==> src/rtl/uart_bus_master.sv <==
// uart_bus_master
//   UART debug bridge acting as a bus initiator. Receives 8N1 command frames,
//   requests the CPU data bus, performs one 32-bit read or write, and answers
//   over its own 8N1 transmitter.
//
//   Commands (big-endian):  'R' A3 A2 A1 A0          -> D3 D2 D1 D0
//                           'W' A3..A0 D3..D0        -> 'K'
//                           unknown opcode / addr[1:0]!=0 -> '?'
//
// Ports:
//   sysclk     system clock
//   reset      asynchronous, active-low reset
//   uart_rx    serial command input (idle high)
//   uart_tx    serial response output (idle high)
//   bus_req    bus request, held through the access cycle
//   bus_gnt    grant from the CPU-side arbiter
//   bus_rd     one-cycle read strobe
//   bus_wr     one-cycle write strobe
//   bus_addr   access address (holds last value)
//   bus_wdata  write data (holds last value)
//   bus_rdata  read data, valid in the bus_rd cycle
//   busy       high from opcode accepted until last response bit sent
//
// Optional feature: define UART_BUS_MASTER_TIMEOUT_EN to abort a command that
// stalls for TIMEOUT_CYC cycles between bytes; the bridge then answers 'T'.
module uart_bus_master #(
  parameter int CLKS_PER_BIT = 10417
`ifdef UART_BUS_MASTER_TIMEOUT_EN
  , parameter int TIMEOUT_CYC = 2000000
`endif
) (
  input  logic        sysclk,
  input  logic        reset,
  input  logic        uart_rx,
  output logic        uart_tx,
  output logic        bus_req,
  input  logic        bus_gnt,
  output logic        bus_rd,
  output logic        bus_wr,
  output logic [31:0] bus_addr,
  output logic [31:0] bus_wdata,
  input  logic [31:0] bus_rdata,
  output logic        busy
);

  localparam logic [31:0] BIT_LAST  = 32'(CLKS_PER_BIT - 1);
  localparam logic [31:0] HALF_LAST = 32'(CLKS_PER_BIT / 2 - 1);
  localparam logic [7:0]  OP_RD     = 8'h52;
  localparam logic [7:0]  OP_WR     = 8'h57;
  localparam logic [7:0]  RSP_OK    = 8'h4B;
  localparam logic [7:0]  RSP_ERR   = 8'h3F;
  localparam logic [7:0]  RSP_TO    = 8'h54;

  typedef enum logic [2:0] {IDLE, ADDR, DATA, REQ, ACC, RESP} state_t;

  // ---------------- receiver ----------------
  logic        r_rx_meta, r_rx_sync, r_rx_prev, r_rx_active, r_rx_valid;
  logic [31:0] r_rx_cnt;
  logic [3:0]  r_rx_idx;   // 0 = start, 1..8 = data, 9 = stop
  logic [7:0]  r_rx_shift, r_rx_byte;

  always_ff @(posedge sysclk or negedge reset) begin
    if (!reset) begin
      r_rx_meta <= 1'b1; r_rx_sync <= 1'b1; r_rx_prev <= 1'b1;
      r_rx_active <= 1'b0; r_rx_valid <= 1'b0;
      r_rx_cnt <= '0; r_rx_idx <= '0; r_rx_shift <= '0; r_rx_byte <= '0;
    end else begin
      r_rx_meta  <= uart_rx;
      r_rx_sync  <= r_rx_meta;
      r_rx_prev  <= r_rx_sync;
      r_rx_valid <= 1'b0;
      if (!r_rx_active) begin
        if (r_rx_prev && !r_rx_sync) begin
          r_rx_active <= 1'b1;
          r_rx_cnt    <= '0;
          r_rx_idx    <= '0;
        end
      end else if (r_rx_idx == 4'd0) begin
        // Re-check the start bit at half a bit; a high level means a glitch.
        if (r_rx_cnt == HALF_LAST) begin
          r_rx_cnt <= '0;
          if (r_rx_sync) r_rx_active <= 1'b0;
          else           r_rx_idx    <= 4'd1;
        end else begin
          r_rx_cnt <= r_rx_cnt + 32'd1;
        end
      end else if (r_rx_cnt == BIT_LAST) begin
        r_rx_cnt <= '0;
        if (r_rx_idx == 4'd9) begin
          r_rx_active <= 1'b0;
          if (r_rx_sync) begin      // bad stop bit drops the byte silently
            r_rx_valid <= 1'b1;
            r_rx_byte  <= r_rx_shift;
          end
        end else begin
          r_rx_shift <= {r_rx_sync, r_rx_shift[7:1]};
          r_rx_idx   <= r_rx_idx + 4'd1;
        end
      end else begin
        r_rx_cnt <= r_rx_cnt + 32'd1;
      end
    end
  end

  // ---------------- transmitter ----------------
  logic        r_tx_active, w_tx_ready, w_tx_start;
  logic [9:0]  r_tx_shift;
  logic [31:0] r_tx_cnt;
  logic [3:0]  r_tx_idx;
  logic [31:0] r_resp;
  logic [2:0]  r_resp_left;

  // Ready during the final stop-bit cycle so consecutive bytes have no gap.
  assign w_tx_ready = !r_tx_active || (r_tx_idx == 4'd9 && r_tx_cnt == BIT_LAST);
  assign uart_tx    = r_tx_shift[0];

  always_ff @(posedge sysclk or negedge reset) begin
    if (!reset) begin
      r_tx_active <= 1'b0; r_tx_shift <= '1; r_tx_cnt <= '0; r_tx_idx <= '0;
    end else if (w_tx_start) begin
      r_tx_active <= 1'b1;
      r_tx_shift  <= {1'b1, r_resp[31:24], 1'b0};
      r_tx_cnt    <= '0;
      r_tx_idx    <= '0;
    end else if (r_tx_active) begin
      if (r_tx_cnt == BIT_LAST) begin
        r_tx_cnt   <= '0;
        r_tx_shift <= {1'b1, r_tx_shift[9:1]};
        if (r_tx_idx == 4'd9) r_tx_active <= 1'b0;
        else                  r_tx_idx    <= r_tx_idx + 4'd1;
      end else begin
        r_tx_cnt <= r_tx_cnt + 32'd1;
      end
    end
  end

  // ---------------- control ----------------
  state_t      r_state, w_state_next;
  logic        r_is_wr, w_resp_load, w_timeout;
  logic [1:0]  r_byte_cnt;
  logic [31:0] r_addr_sh, r_wdata_sh, r_bus_addr, r_bus_wdata, w_resp_val;
  logic [2:0]  w_resp_len;

  assign bus_addr  = r_bus_addr;
  assign bus_wdata = r_bus_wdata;

`ifdef UART_BUS_MASTER_TIMEOUT_EN
  logic [31:0] r_to_cnt;
  logic        w_in_cmd;
  assign w_in_cmd = (r_state == ADDR) || (r_state == DATA);
  always_ff @(posedge sysclk or negedge reset) begin
    if (!reset)                      r_to_cnt <= '0;
    else if (w_in_cmd && !r_rx_valid) r_to_cnt <= r_to_cnt + 32'd1;
    else                             r_to_cnt <= '0;
  end
  assign w_timeout = w_in_cmd && !r_rx_valid && (r_to_cnt == 32'(TIMEOUT_CYC - 1));
`else
  assign w_timeout = 1'b0;
`endif

  always_ff @(posedge sysclk or negedge reset) begin
    if (!reset) r_state <= IDLE;
    else        r_state <= w_state_next;
  end

  always_comb begin
    w_state_next = r_state;
    w_resp_load  = 1'b0;
    w_resp_val   = 32'h0;
    w_resp_len   = 3'd0;
    w_tx_start   = 1'b0;
    bus_req      = 1'b0;
    bus_rd       = 1'b0;
    bus_wr       = 1'b0;
    busy         = (r_state != IDLE);
    case (r_state)
      IDLE: if (r_rx_valid) begin
        if (r_rx_byte == OP_RD || r_rx_byte == OP_WR) begin
          w_state_next = ADDR;
        end else begin
          w_state_next = RESP; w_resp_load = 1'b1;
          w_resp_val = {RSP_ERR, 24'h0}; w_resp_len = 3'd1;
        end
      end
      ADDR: if (w_timeout) begin
        w_state_next = RESP; w_resp_load = 1'b1;
        w_resp_val = {RSP_TO, 24'h0}; w_resp_len = 3'd1;
      end else if (r_rx_valid && r_byte_cnt == 2'd3) begin
        // Last byte is A0; its low bits decide alignment.
        if (r_rx_byte[1:0] != 2'b00) begin
          w_state_next = RESP; w_resp_load = 1'b1;
          w_resp_val = {RSP_ERR, 24'h0}; w_resp_len = 3'd1;
        end else begin
          w_state_next = r_is_wr ? DATA : REQ;
        end
      end
      DATA: if (w_timeout) begin
        w_state_next = RESP; w_resp_load = 1'b1;
        w_resp_val = {RSP_TO, 24'h0}; w_resp_len = 3'd1;
      end else if (r_rx_valid && r_byte_cnt == 2'd3) begin
        w_state_next = REQ;
      end
      REQ: begin
        bus_req = 1'b1;
        if (bus_gnt) w_state_next = ACC;
      end
      ACC: begin
        bus_req = 1'b1; bus_rd = !r_is_wr; bus_wr = r_is_wr;
        w_state_next = RESP; w_resp_load = 1'b1;
        w_resp_val = r_is_wr ? {RSP_OK, 24'h0} : bus_rdata;
        w_resp_len = r_is_wr ? 3'd1 : 3'd4;
      end
      RESP: begin
        if (r_resp_left != 3'd0) begin
          if (w_tx_ready) w_tx_start = 1'b1;
        end else if (!r_tx_active) begin
          w_state_next = IDLE;
        end
      end
      default: w_state_next = IDLE;
    endcase
  end

  always_ff @(posedge sysclk or negedge reset) begin
    if (!reset) begin
      r_is_wr <= 1'b0; r_byte_cnt <= '0; r_addr_sh <= '0; r_wdata_sh <= '0;
      r_bus_addr <= '0; r_bus_wdata <= '0; r_resp <= '0; r_resp_left <= '0;
    end else begin
      case (r_state)
        IDLE: begin
          r_byte_cnt <= '0;
          if (r_rx_valid) r_is_wr <= (r_rx_byte == OP_WR);
        end
        ADDR: if (r_rx_valid) begin
          r_addr_sh  <= {r_addr_sh[23:0], r_rx_byte};
          r_byte_cnt <= r_byte_cnt + 2'd1;
        end
        DATA: if (r_rx_valid) begin
          r_wdata_sh <= {r_wdata_sh[23:0], r_rx_byte};
          r_byte_cnt <= r_byte_cnt + 2'd1;
        end
        REQ: if (bus_gnt) begin
          // Latch outputs only for the access so they hold between commands.
          r_bus_addr <= r_addr_sh;
          if (r_is_wr) r_bus_wdata <= r_wdata_sh;
        end
        default: ;
      endcase
      if (w_resp_load) begin
        r_resp      <= w_resp_val;
        r_resp_left <= w_resp_len;
      end else if (w_tx_start) begin
        r_resp      <= {r_resp[23:0], 8'h00};
        r_resp_left <= r_resp_left - 3'd1;
      end
    end
  end

endmodule

==> config.mk <==
export PLATFORM = sky130hd
export DESIGN_NAME = uart_bus_master
export DESIGN_NICKNAME = d
export VERILOG_FILES = /design/src/rtl/uart_bus_master.sv
export SDC_FILE = /design/constraint.sdc
export NUM_CORES = 1
export LEC_CHECK = 0
export BUFFER_PORTS_ARGS = -buffer_cell sky130_fd_sc_hd__buf_2
export CORE_UTILIZATION = 55
export DETAILED_ROUTE_END_ITERATION = 8
export PLACE_DENSITY = 0.74
export SYNTH_ARGS = -nofsm -noshare
export SYNTH_HDL_FRONTEND = slang
export SYNTH_SLANG_ARGS = --single-unit
==> constraint.sdc <==
create_clock -name sysclk -period 3.2 [get_ports sysclk]
set_input_delay 0.48 -clock sysclk [delete_from_list [all_inputs] [get_ports sysclk]]
set_output_delay 0.48 -clock sysclk [all_outputs]
set_load 0.02 [all_outputs]
# ---- Word-level counts from Yosys, hierarchy flattened
# Index checks and enable logic that the tools add are counted.
dict set report totals {
  elab_cells 164
  out_inout_bits 69
  ff_bits 273
}
dict set report classes {
  bitwise 2
  n_reduce_logical 32
  eq_ne 25
  addsub 6
  muxes 77
}
# cell n
set ops {}
lappend ops {{32-bit two-way mux} 11}
lappend ops {{30-bit two-way mux} 4}
lappend ops {{32-bit case mux with 3 select lines} 1}
lappend ops {{32-bit by 1-bit adder with 32-bit output (second input constant)} 2}
lappend ops {{32-bit by 14-bit == test with 1-bit output (second input constant)} 2}
lappend ops {{4-bit two-way mux} 11}
lappend ops {{3-bit two-way mux} 11}
lappend ops {{32-bit by 13-bit == test with 1-bit output (second input constant)} 1}
lappend ops {{1-bit two-way mux} 31}
lappend ops {{10-bit two-way mux} 3}
lappend ops {{3-bit case mux with 6 select lines} 1}
lappend ops {{8-bit by 7-bit == test with 1-bit output (second input constant)} 2}
lappend ops {{2-bit inequality test (second input constant)} 7}
lappend ops {{2-bit AND reduction} 6}
lappend ops {{2-bit nonzero test} 6}
lappend ops {{5-bit AND reduction} 2}
lappend ops {{3-bit case mux with 3 select lines} 1}
lappend ops {{4-bit by 1-bit adder with 4-bit output (second input constant)} 2}
lappend ops {{4-bit == test (second input constant)} 2}
lappend ops {{3-bit by 2-bit == test with 1-bit output (second input constant)} 2}
lappend ops {{3-bit == test (second input constant)} 2}
lappend ops {{3-bit inequality test (second input constant)} 2}
lappend ops {{3-bit AND reduction} 2}
lappend ops {{6-bit AND reduction} 1}
lappend ops {{other kinds (19)} 27}

# ---- Longest topological paths before layout
dict set report depth {
  depth_word 8
  depth_mapped 10
  ltp_nobuf 8
}

# ---- Worst setup path before layout
# No wires, ideal clock.
dict set report synth_timing {
  path_type {flip-flop to flip-flop}
  startpoint {register r_resp_left[0]}
  endpoint {register r_tx_cnt[24]}
  arrival_time_ps 2196
  path_slack_ps 926
  setup_time_ps 78
  path_buffers 1
  period_less_slack_ps 2274
  required_ps 3122
  stages_incl_launch_ff 10
  cell_sequence {dfrtp_1 -> inv_1 -> ha_1 -> ha_1 -> and4bb_2 -> o2111a_1 -> clkbuf_1 -> nand2_1 -> or4_1 -> a21oi_1}
}
dict set report synth_between {
  elab_chain_len 4
}
# element line_no
set synth_rtl {}
lappend synth_rtl {{from (decl)} 111} ;# logic [2:0] r_resp_left;
lappend synth_rtl {{from (signal assigned)} 251} ;# r_resp_left <= w_resp_len;
lappend synth_rtl {{from (signal assigned)} 254} ;# r_resp_left <= r_resp_left - 3'd1;
lappend synth_rtl {{3-bit nonzero test (*)} 214} ;# if (r_resp_left != 3'd0) begin
lappend synth_rtl {{1-bit two-way mux (*)} 214}
lappend synth_rtl {{1-bit two-way mux (*)} 176} ;# case (r_state)
lappend synth_rtl {{32-bit two-way mux / 2-bit nonzero test (equally long branches)} --}
lappend synth_rtl {{to (signal assigned)} 132} ;# r_tx_cnt <= r_tx_cnt + 32'd1;
lappend synth_rtl {{to (decl)} 108} ;# logic [31:0] r_tx_cnt;
# Every way passes the cells marked *; elsewhere a longest branch is shown, timed or not.
# A chain may end at the register's enable or synchronous reset.

# ---- Worst setup path in the final report
dict set report layout_timing {
  startpoint {register r_state[0]}
  endpoint {output port bus_rd}
}
dict set report layout_between {
  elab_chain_len 2
}
# element line_no
set layout_rtl {}
lappend layout_rtl {{from (decl)} 138} ;# state_t r_state, w_state_next;
lappend layout_rtl {{from (signal assigned)} 163} ;# else r_state <= w_state_next;
lappend layout_rtl {{3-bit == test} 176}
lappend layout_rtl {{1-bit two-way mux} 176}
lappend layout_rtl {{to (decl)} 38} ;# output logic bus_rd,
# Every way passes these cells.

==> results.txt <==
- For this design, the CTS-stage hold fixing added 0 buffers.
* Count of buffers inserted at the top-level ports: 104
- The filler cells instantiated in the layout total 1672.
* Max-Slew Margin vs Limit: 0.293
* Final Max Slew Viols: 0
- After routing, the total negative slack on setup checks comes to 0 ns.
* Switching share of total power: 0.217
* Number of clock sinks: 272
* Share of power burned in the clock network: 0.471
- Across the VDD grid, the largest voltage drop is 0.442 mV.
- Combined flip-flop and latch cell area: 6820 sq um
* Pin count of the biggest net entering global routing: 100
- Dpl cells: 1399
* Clock slew at reported path FFs: 0.06 ns
- Final worst hold slack: -0.0243 ns
- Number of enable-type register cells in the synthesized netlist: 0
- Hpwl dp: 17000 microns
* Total of warnings raised by yosys: 0
- Synthesis produced 1050 cells.
- The initial antenna violation count was 0.
- The first detailed-routing pass ran for 7 iterations.
- Clock latency on the worst-skew pair, taken at its later pin, is 0.55 ns.
- For this run, asynchronously set or reset flops after synthesis account for 1.00.
* Chip width: 152 microns
- Grouping stages by cell kind, the critical path spends the most delay in simple AND/OR/NAND/NOR gates.
- Footprint of the multi-input gates: 5290 sq um
- In this run the standard cell core region covers 22000 sq um.
- Of the available clock period, the critical path in the final layout requires 0.918.
- The clock period could shrink to 2.94 ns.
- CP Buf/Inv Count: 2
* WL/cell: 17.6 microns
- Summed over all cells, the static leakage comes to 7.02 nW.
- Detailed-route vias per instance: 5.90
- Worst path required time: 2.72 ns
- The first global-routing pass estimated 43100 microns of wire.
- Static timing analysis puts the maximum clock frequency at 0.341 GHz.
- TritonCTS created 29 clock buffers.
* Synthesized net count: 1098
* Final Skew: 0.0216 ns
* Filler-free cell count of the finished design: 1452
* Full die area: 23200 sq um
* Largest fanout of any net on the critical path: 14
- Power density over the cells: 506 nW/um^2
* Starting Density: 0.566
- The worst hold path belongs to the class primary input to asynchronous set/reset pin.
- The worst setup path is launched from a register.
- Of the total power, combinational logic draws 0.038.
- From bottom edge to top edge, the die measures 152 microns.
- Failing checks: DRC, hold timing
- The number of endpoints with negative hold slack in the final report was 20.
* Number of buffers inserted to repair setup after CTS: 0
* Vias in the first global route: 8512
- The clock passes through at most 3 buffers.
- Once detail routing completed, the nets flagged for antenna violations numbered 0.
- Data arrives at the worst endpoint at 2.46 ns.
- In this run, post-CTS repair resized a total of 0 instances.
* Max-cap violation count: 0
* I/O pin count: 105
- Row generation in the floorplan step produced 54 rows.
- GRT Resource Usage Total: 0.225
* Last weighted congestion value of the routability-driven placer: 0.871
* Synthesized flop and latch total: 272
- On the worst path, the slowest cell contributes a delay of 0.54 ns.
* Share of final-layout standard cells stronger than drive strength 1: 0.315
- TritonCTS built the clock tree.
* Transition time at the pin with the least slew margin: 1.06 ns
* Remaining Overflow, GRT: 0
* Mean cell area of the mapped netlist: 11.8 sq um
- Total power of the final layout: 7.24 mW
- Nets@finish: 1198
- Final count of negative-setup-slack endpoints: 0
* Synthesized area: 12400 sq um
- Depth of the CTS H-tree: 1
* Vias post-DR: 8565
- Once layout is complete, the utilization of the core stands at 0.651.
- Unrepaired setup endpoints after global routing: no
* Drt drc: 12
- Critical setup path kind: register to primary output
* Net switching power: 1.57 mW
- The first routing iteration left 626 violations.
* Relative contribution of sequential cells to total power: 0.491
* Standard cell with the maximum stage delay on the critical path: sky130_fd_sc_hd__dfrtp_1
* Synth-to-layout area growth: 15.1%
* Run status: finished with violations
- The final layout contains routed wiring with a total length of 25600 microns.
* Crit-path cells: nor2_2 -> and2_1 -> nand2b_1 -> inv_1 -> buf_2
- Leading register cell type out of synthesis: sky130_fd_sc_hd__dfrtp_1
* Cell-internal power: 5.67 mW
- Worst setup EP type: primary output
- The tree is rooted in a sky130_fd_sc_hd__clkbuf_16.
* Count of different cell masters after synthesis: 81
* Proportion of synthesized chip area in sequential cells: 0.549
-- state kept, by name, indices dropped and copies added (netlist names) --
signal and count:
r_rx_sync 1, r_state 3, r_addr_sh 32, r_byte_cnt 2, r_rx_prev 1, r_rx_cnt 32
r_resp_left 3, r_rx_active 1, r_wdata_sh 32, r_is_wr 1, r_resp 32, r_tx_active 1
bus_wdata 32, r_rx_valid 1, bus_addr 32, r_tx_cnt 32, r_tx_idx 4, r_rx_byte 8
r_rx_meta 1, r_tx_shift 9, r_rx_idx 4, r_rx_shift 8
-- layout by cell type (no fill, tap or decap), types with 4 or more instances in the layout --
master	Yosys	layout
sky130_fd_sc_hd__a21o_1	23	23
sky130_fd_sc_hd__a21oi_1	17	17
sky130_fd_sc_hd__a22o_1	16	16
sky130_fd_sc_hd__a31oi_1	27	27
sky130_fd_sc_hd__and2_1	6	6
sky130_fd_sc_hd__and3_1	12	12
sky130_fd_sc_hd__and4_1	12	12
sky130_fd_sc_hd__buf_2	11	103
sky130_fd_sc_hd__buf_4	1	22
sky130_fd_sc_hd__bufinv_16	0	4
sky130_fd_sc_hd__clkbuf_1	44	5
sky130_fd_sc_hd__clkbuf_16	0	29
sky130_fd_sc_hd__clkbuf_8	0	4
sky130_fd_sc_hd__clkinv_2	0	5
sky130_fd_sc_hd__dfrtp_1	260	260
sky130_fd_sc_hd__dfstp_2	12	12
sky130_fd_sc_hd__ha_1	12	12
sky130_fd_sc_hd__inv_1	25	25
sky130_fd_sc_hd__mux2_2	136	136
sky130_fd_sc_hd__mux2_4	8	8
sky130_fd_sc_hd__nand2_1	67	67
sky130_fd_sc_hd__nand2b_1	8	8
sky130_fd_sc_hd__nand3_1	39	39
sky130_fd_sc_hd__nand4_1	35	35
sky130_fd_sc_hd__nor2_1	62	61
sky130_fd_sc_hd__nor2b_1	4	4
sky130_fd_sc_hd__nor3_1	13	13
sky130_fd_sc_hd__nor4_1	17	17
sky130_fd_sc_hd__nor4bb_1	7	6
sky130_fd_sc_hd__o21ai_0	27	27
sky130_fd_sc_hd__o221a_2	19	19
sky130_fd_sc_hd__o22a_1	4	4
sky130_fd_sc_hd__o22ai_1	5	5
sky130_fd_sc_hd__o31ai_1	7	7
sky130_fd_sc_hd__xnor2_1	12	12
sky130_fd_sc_hd__xor2_1	20	20
-- logic make-up (layout without fill, tap and decap cells) --
group,Yosys count,in the layout,share of synthesized area
flip-flops,272,272,0.549
other,0,1,0
buffers and inverters,85,206,0.0277
XOR/XNOR,32,32,0.0226
AO/OA/AOI/OAI,190,190,0.116
multiplexers,147,147,0.135
adder cells (fa/ha/maj),13,13,0.0129
AND/OR/NAND/NOR,311,311,0.136
-- through the flow --
step                hold WS, ns  worst slack (ns)  cell area [sq um]
floorplan                 0.184             0.926              12400
global route             0.0131            0.0954              14300
finish                  -0.0243             0.264              14300
CTS                      0.0130             0.153              14300
detailed placement        0.347             0.526              13300
global placement          0.346             0.605              13300
-- power by group through the flow --
stage / clock [mW] / sequential (mW) / combinational [mW]
floorplan: 0 / 3.58 / 0.169
global placement: 0 / 3.61 / 0.275
detailed placement: 0 / 3.61 / 0.279
CTS: 3.48 / 3.55 / 0.280
global route: 3.59 / 3.56 / 0.311
finish: 3.41 / 3.56 / 0.274
-- per-layer routing --
| metal | vias to the layer above | GRT usage | share of wire |
|---|---|---|---|
| met5 | - | 0 | 0 |
| met4 | 0 | 0.0525 | 0.018 |
| met3 | 39 | 0.0324 | 0.045 |
| met2 | 186 | 0.380 | 0.49 |
| met1 | 4240 | 0.308 | 0.45 |
| li1 | 4100 | - | - |
-- cells in the mapped netlist (all sizes together), types with 4 or more instances --
| cell | number | share of area |
|---|---|---|
| nand2b | 8 | 0.0040 |
| nor4 | 17 | 0.0086 |
| or4 | 4 | 0.0027 |
| o31ai | 8 | 0.0052 |
| and2 | 6 | 0.0030 |
| o21ai | 30 | 0.013 |
| buf | 16 | 0.0068 |
| xor2 | 20 | 0.014 |
| o221a | 19 | 0.017 |
| o22a | 4 | 0.0028 |
| nor3 | 14 | 0.0065 |
| inv | 25 | 0.0076 |
| clkbuf | 44 | 0.013 |
| ha | 12 | 0.012 |
| nand2 | 67 | 0.020 |
| xnor2 | 12 | 0.0085 |
| o22ai | 5 | 0.0025 |
| nor2 | 63 | 0.019 |
| nand3 | 40 | 0.017 |
| nor2b | 4 | 0.0020 |
| a22o | 16 | 0.011 |
| a21o | 23 | 0.014 |
| and3 | 12 | 0.0060 |
| a31oi | 27 | 0.014 |
| nand4 | 35 | 0.018 |
| dfrtp | 260 | 0.52 |
| a21oi | 18 | 0.0076 |
| and4 | 12 | 0.0085 |
| dfstp | 12 | 0.025 |
| mux2 | 144 | 0.13 |
| nor4bb | 7 | 0.0056 |
-- worst reg2reg max path: stages, from the launching register on --
cell                       delay (ns)
sky130_fd_sc_hd__dfrtp_1         0.48
sky130_fd_sc_hd__inv_1           0.13
sky130_fd_sc_hd__ha_1            0.14
sky130_fd_sc_hd__nor4bb_1        0.38
sky130_fd_sc_hd__nand4_1         0.29
sky130_fd_sc_hd__o31ai_4         0.73
sky130_fd_sc_hd__buf_4           0.31
sky130_fd_sc_hd__nor2_1          0.05
sky130_fd_sc_hd__a31oi_1         0.15
-- final cells by class --
cell class,instances,share of cell area
Sequential cell,272,0.477
Inverter,25,0.00656
Clock inverter,14,0.0130
Antenna cell,1,0.000175
Clock buffer,38,0.0559
Timing Repair Buffer,129,0.0529
Multi-Input combinational cell,693,0.370
Tap cell,280,0.0245
-- worst paths after layout --
kind | slack, ns | from | cells past startpoint | end
max | 0.26 | r_state[0] | 5 | bus_rd
min | -0.02 | reset | 1 | r_resp[18]
max reg2reg | 0.45 | r_tx_cnt[0] | 8 | r_tx_shift[4]
min reg2reg | 0.35 | r_rx_meta | 0 | r_rx_sync
max in group asynchronous | 2.38 | reset | 2 | r_rx_prev
min in group sysclk | 0.03 | uart_rx | 1 | r_rx_meta
No activity file was read; power rests on OpenSTA's default activity.
